### src/rtl/conv_output_packer_pkg.sv
// Shared definitions for the convolution output packer.
// Holds the default geometry constants, the FSM state encoding and the
// end-of-frame condition value that the controller also uses.
package conv_output_packer_pkg;

   localparam int unsigned CONV_DATA_W = 16;  // output word width (columns per row)
   localparam int unsigned CONV_ADDR_W = 12;  // SRAM address width
   localparam int unsigned CONV_COL_W  = 4;   // column index width

   // Kept identical to the controller's frame-end marker.
   localparam logic [15:0] END_CONDITION = 16'h00FF;

   typedef enum logic [1:0] {
      IDLE    = 2'b00,
      COLLECT = 2'b01,
      FLUSH   = 2'b10,
      DONE    = 2'b11
   } state_t;

endpackage

### src/rtl/conv_output_packer_fsm.sv
// Frame-level control for the output packer.
// Ports:
//   clk_i, rst_i         clock, asynchronous active-high reset
//   start_i              begin a new frame (honoured only in IDLE)
//   in_valid_i           pixel beat valid
//   frame_last_i         beat is the last pixel of the frame
//   state_o              current state
//   busy_o               high from the cycle after start until DONE ends
//   done_o               one-cycle pulse after the final word write
//   err_drop_o           sticky: a beat arrived outside COLLECT
module packer_fsm
   import conv_output_packer_pkg::*;
(
   input  logic   clk_i,
   input  logic   rst_i,
   input  logic   start_i,
   input  logic   in_valid_i,
   input  logic   frame_last_i,
   output state_t state_o,
   output logic   busy_o,
   output logic   done_o,
   output logic   err_drop_o
);

   state_t state_q, state_d;
   logic   err_drop_q, err_drop_d;

   always_ff @(posedge clk_i or posedge rst_i) begin
      if (rst_i) begin
         state_q    <= IDLE;
         err_drop_q <= 1'b0;
      end else begin
         state_q    <= state_d;
         err_drop_q <= err_drop_d;
      end
   end

   always_comb begin
      state_d    = state_q;
      err_drop_d = err_drop_q;
      busy_o     = 1'b0;
      done_o     = 1'b0;
      case (state_q)
         IDLE: begin
            if (start_i) begin
               state_d    = COLLECT;
               err_drop_d = 1'b0;
            end
         end
         COLLECT: begin
            busy_o = 1'b1;
            if (in_valid_i && frame_last_i) state_d = FLUSH;
         end
         FLUSH: begin
            busy_o  = 1'b1;
            state_d = DONE;
         end
         DONE: begin
            busy_o  = 1'b1;
            done_o  = 1'b1;
            state_d = IDLE;
         end
         default: state_d = IDLE;
      endcase
      // A stray beat outranks the clear from a coincident start.
      if (in_valid_i && (state_q != COLLECT)) err_drop_d = 1'b1;
   end

   assign state_o    = state_q;
   assign err_drop_o = err_drop_q;

endmodule

### src/rtl/conv_output_packer.sv
// Write-back stage of the binary 3x3 convolution pipeline.
// Packs one output pixel per beat into DATA_W-bit row words (column 0 in the
// MSB) and issues one single-cycle SRAM write per row.
// Ports:
//   clk, reset_b          clock, asynchronous active-high reset
//   start                 one-cycle pulse: begin a new frame
//   in_valid/in_pixel     pixel beat and its value
//   in_col/in_waddr       column within row, SRAM address of the row
//   in_row_last           last beat of the row (forces a write)
//   in_frame_last         last beat of the frame (also forces a write)
//   dut_sram_write_*      SRAM write port (address/data hold between strobes)
//   busy, done            frame status
//   words_written         saturating count of words written this frame
//   err_drop              sticky: a beat arrived while not collecting
module conv_output_packer
   import conv_output_packer_pkg::*;
#(
   parameter int unsigned DATA_W = CONV_DATA_W,
   parameter int unsigned ADDR_W = CONV_ADDR_W,
   parameter int unsigned COL_W  = CONV_COL_W
) (
   input  logic              clk,
   input  logic              reset_b,
   input  logic              start,
   input  logic              in_valid,
   input  logic              in_pixel,
   input  logic [COL_W-1:0]  in_col,
   input  logic [ADDR_W-1:0] in_waddr,
   input  logic              in_row_last,
   input  logic              in_frame_last,
   output logic [ADDR_W-1:0] dut_sram_write_address,
   output logic [DATA_W-1:0] dut_sram_write_data,
   output logic              dut_sram_write_enable,
   output logic              busy,
   output logic              done,
   output logic [ADDR_W-1:0] words_written,
   output logic              err_drop
);

   state_t state;

   logic [DATA_W-1:0] acc_q, acc_d, acc_beat;
   logic [DATA_W-1:0] wdata_q, wdata_d;
   logic [ADDR_W-1:0] waddr_q, waddr_d;
   logic [ADDR_W-1:0] ww_q, ww_d;
   logic              we_q, we_d;

   packer_fsm u_fsm (
      .clk_i        (clk),
      .rst_i        (reset_b),
      .start_i      (start),
      .in_valid_i   (in_valid),
      .frame_last_i (in_frame_last),
      .state_o      (state),
      .busy_o       (busy),
      .done_o       (done),
      .err_drop_o   (err_drop)
   );

   // Accumulator with the current beat merged in; column c lands on bit DATA_W-1-c.
   always_comb begin
      acc_beat = acc_q;
      for (int unsigned i = 0; i < DATA_W; i++) begin
         if (COL_W'(DATA_W - 1 - i) == in_col) acc_beat[i] = in_pixel;
      end
   end

   always_comb begin
      acc_d   = acc_q;
      wdata_d = wdata_q;
      waddr_d = waddr_q;
      ww_d    = ww_q;
      we_d    = 1'b0;
      if ((state == IDLE) && start) begin
         acc_d = '0;
         ww_d  = '0;
      end else if ((state == COLLECT) && in_valid) begin
         if (in_row_last || in_frame_last) begin
            // Word leaves with this beat's bit; accumulator restarts for the next row.
            we_d    = 1'b1;
            wdata_d = acc_beat;
            waddr_d = in_waddr;
            acc_d   = '0;
            if (ww_q != '1) ww_d = ww_q + ADDR_W'(1);
         end else begin
            acc_d = acc_beat;
         end
      end
   end

   always_ff @(posedge clk or posedge reset_b) begin
      if (reset_b) begin
         acc_q   <= '0;
         wdata_q <= '0;
         waddr_q <= '0;
         ww_q    <= '0;
         we_q    <= 1'b0;
      end else begin
         acc_q   <= acc_d;
         wdata_q <= wdata_d;
         waddr_q <= waddr_d;
         ww_q    <= ww_d;
         we_q    <= we_d;
      end
   end

   assign dut_sram_write_address = waddr_q;
   assign dut_sram_write_data    = wdata_q;
   assign dut_sram_write_enable  = we_q;
   assign words_written          = ww_q;

endmodule

### config.mk
export PLATFORM = sky130hd
export DESIGN_NAME = conv_output_packer
export DESIGN_NICKNAME = d
export VERILOG_FILES = /design/src/rtl/conv_output_packer_pkg.sv /design/src/rtl/conv_output_packer_fsm.sv /design/src/rtl/conv_output_packer.sv
export SDC_FILE = /design/constraint.sdc
export NUM_CORES = 1
export LEC_CHECK = 0
export ABC_AREA = 1
export BUFFER_PORTS_ARGS = -buffer_cell sky130_fd_sc_hd__buf_2
export CAP_MARGIN = 20
export CORE_UTILIZATION = 25
export DETAILED_ROUTE_END_ITERATION = 10
export SETUP_SLACK_MARGIN = 0.05
export SLEW_MARGIN = 20
export SYNTH_ARGS = -nofsm -noshare
export SYNTH_HDL_FRONTEND = slang
export SYNTH_SLANG_ARGS = --single-unit
### constraint.sdc
create_clock -name clk -period 1.72 [get_ports clk]
set_clock_uncertainty 0.2 [all_clocks]
set_input_delay 0.086 -clock clk [delete_from_list [all_inputs] [get_ports clk]]
set_output_delay 0.086 -clock clk [all_outputs]
set_load 0.02 [all_outputs]
==> flow_summary.yaml <==
status:
  status: "completed"
worst_setup_path:
  crit_slowest_cell: "dfrtp_1"
  start_kind: "register"
  crit_fanout: 4
  path_depth: 8
  crit_family: "simple AND/OR/NAND/NOR gates"
  required_ps: 1770
  ff2ff_path_depth: 8
  crit_arrival_ps: 1690
  critical_path.cell_chain: "ha_4, nand2_2, nor2_4, nand3_4, nand2_8, nand2_4, buf_4, o21ai_1"
  cp_slowest_stage_delay_ps: 390
  path_buf_inv: 1
  critPathKind: "register to register"
  cp-end-kind: "register"
drt:
  wire_per_inst_um: 11.61
  drt-vias-per-instance: 4.382
  antenna_left: 0
  num_vias: 2647
  drtIter0Drc: 155
  remaining_drc_errors: 0
  finalWirelength_mm: 7.014
  drt-pass1-iter-count: 4
die:
  start_util: 0.2617
  core_area_um2: 11030
  dieWidth_um: 109.5
  dieArea_um2: 11980
  rows: 38
  die_height_um: 109.5
  num_io_pins: 67
placed_design:
  detailed_place_hpwl_mm: 4.928
  dpl.cell_count: 567
  port-buffer-count: 66
  routabilityCongestion: 0.7918
synth:
  synth_area_per_cell_um2: 8.063
  netlist_area_um2: 2887
  synthesis.nets: 387
  ys_warn_count: 0
  syn_inst: 358
  synth_seq_cells: 60
  seq_area_frac_synth: 0.5202
  netlist-cell-type-count: 24
timing:
  fin_crit_sh: 0.9509
  worst_pin_slew_ps: 330.5
  hold_violations: 0
  grt_setup_unrepaired: "true"
  period_needed_ps: 1636
  drv_slew: 0
  fmax_mhz: 611.4
  setup_viol: 0
  max_slew_margin: 0.7788
pwr:
  cellLeakagePower_nw: 2.182
  switching_share: 0.3480
  p_clk_frac: 0.330
  sequentialPowerShare: 0.324
  power_density_nw_per_um2: 1464
  combPwrFrac: 0.347
  p_int_mw: 3.943
  power_switching_mw: 2.104
  peakVddDrop_mv: 0.5885
  power_mw: 6.047
clock_tree:
  clock_path_buffers: 2
  cts.root.buffer_cell: "clkbuf_16"
  htree_levels: 3
  clk_pin_slew_ps: 50
  cts_buffers: 9
  tritoncts: "done"
  cts.sinks: 60
  insertion_delay_ps: 320
min_path:
  min_path_type: "input pin to register"
  holdPathStages: 6
global_route:
  antenna_found_initial: 0
  grt_max_degree: 61
  grt_use_total: 0.1246
  met3_usage: 0.03557
  grt_pass1_vias: 2444
  overflow: 0
  grtUsageMet1: 0.1602
  busiest_layer: "met2"
  grt_pass1_wl_mm: 11.50
  use_met2: 0.1972
finish:
  utilization: 0.3745
  fillCellCount: 1137
  layout.nets: 488
  fin_cells: 604
  antennaDiodeCount: 0
  area_delta_synth_final_pct: 43.13
  drive_gt1_frac: 0.2716
flow_run:
  cap_violations: 0
-- metrics by stage --
stage	cell area [um^2]	hold WS [ps]	worst slack (ps)	setup TNS, ps
finish	4131	39.97	84.49	0
global route	4131	89.04	26.03	0
CTS	4033	28.68	55.30	0
detailed placement	3513	-3.019	-89.22	-878.3
global placement	3513	-6.557	-14.62	-27.40
floorplan	2890	-8.091	52.73	0
-- tightest hold or removal path: stages --
cell and delay, ps:
buf_2 90, nand2_1 50, nand2_1 40, o21ai_0 70, inv_1 90, o21ai_0 80
-- power by group through the flow --
stage | sequential [mW] | combinational [mW] | clock (mW)
floorplan | 2.36 | 0.769 | 0
global placement | 1.96 | 1.91 | 0
detailed placement | 1.97 | 1.94 | 0
CTS | 1.96 | 2.03 | 2.04
global route | 2.01 | 2.32 | 2.11
finish | 1.96 | 2.10 | 1.99
-- final timing paths --
check / startpoint / end / slack [ps]
worst min-delay path: in_frame_last / u_fsm.state_o[0]$_DFFE_PP0P_ / 40
worst max-delay path: words_written[1]$_DFFE_PP0P_ / words_written[6]$_DFFE_PP0P_ / 80
worst min register to register: dut_sram_write_data[11]$_DFFE_PP0P_ / dut_sram_write_data[11]$_DFFE_PP0P_ / 270
max in group asynchronous: reset_b / words_written[4]$_DFFE_PP0P_ / 850
worst max register to register: words_written[1]$_DFFE_PP0P_ / words_written[6]$_DFFE_PP0P_ / 80
min in group asynchronous: reset_b / dut_sram_write_data[6]$_DFFE_PP0P_ / 190
-- layer usage --
| metal | wire (um) | vias to the layer above | share of wire |
|---|---|---|---|
| met4 | 96 | 0 | 0.014 |
| li1 | - | 1348 | - |
| met1 | 3202 | 1242 | 0.46 |
| met2 | 3415 | 48 | 0.49 |
| met3 | 300 | 9 | 0.043 |
| met5 | 0 | - | 0 |
-- cell usage after synthesis (all sizes together) --
cell | instances | area, um^2
nand2 | 132 | 518.0
dfrtp | 60 | 1501
inv | 43 | 161.4
o21ai | 40 | 200.2
nor2 | 24 | 105.1
o22ai | 14 | 87.58
nand3 | 13 | 77.58
nand4 | 10 | 62.56
buf | 7 | 40.03
ha | 6 | 75.07
clkbuf | 2 | 7.510
or2 | 2 | 12.51
xor2 | 2 | 17.52
a21oi | 1 | 5.000
a31oi | 1 | 6.260
clkinv | 1 | 8.760
-- state kept, by name, summed over array words and instances, names as in the netlist --
signal                  cells
acc_q                      16
u_fsm.state_o               2
dut_sram_write_enable       1
u_fsm.err_drop_o            1
words_written              12
dut_sram_write_address     12
dut_sram_write_data        16
-- area by class of cell --
type,count,area (um^2),area share
Clock buffer,12,266.5,0.06451
Clock inverter,4,70.07,0.01696
Inverter,44,181.4,0.04391
Multi-Input combinational cell,245,1236,0.2992
Sequential cell,60,1504,0.3640
Tap cell,140,175.2,0.04240
Timing Repair Buffer,99,698.2,0.1690
-- cells in the final DEF (no fill, tap or decap), types with 3 or more instances in the layout --
| cell type | count |
|---|---|
| nand2_4 | 4 |
| dlygate4sd3_1 | 15 |
| inv_1 | 38 |
| o21ai_0 | 31 |
| dfrtp_1 | 58 |
| nand3_1 | 12 |
| nor2_1 | 20 |
| clkbuf_8 | 3 |
| nand2_2 | 3 |
| buf_4 | 10 |
| o21ai_1 | 9 |
| ha_1 | 3 |
| nor2_4 | 3 |
| buf_12 | 6 |
| buf_2 | 66 |
| nand2_1 | 124 |
| clkbuf_16 | 9 |
| nand4_1 | 10 |
| o22ai_1 | 14 |
-- what timing repair did --
item / 4_1_cts / 5_1_grt
resized for setup: 6 / 18
pin swaps: 2 / 11
hold buffers: 15 / 0
hold endpoints to repair: 76 / 0
setup buffers: 1 / 5
setup endpoints to repair: 41 / 30
gates cloned: 0 / 0
-- kinds of logic (layout without fill, tap and decap cells) --
group,Yosys count,in the layout,share of synthesized area
xor gates and xnor gates,2,2,0.006070
DFF,60,60,0.5202
AOI/OAI and AO/OA,56,56,0.1036
adders and majority gates,6,6,0.02601
and+or+nand+nor,181,181,0.2687
buffers and inverters,53,159,0.07542
No activity file was read; power rests on OpenSTA's default activity.
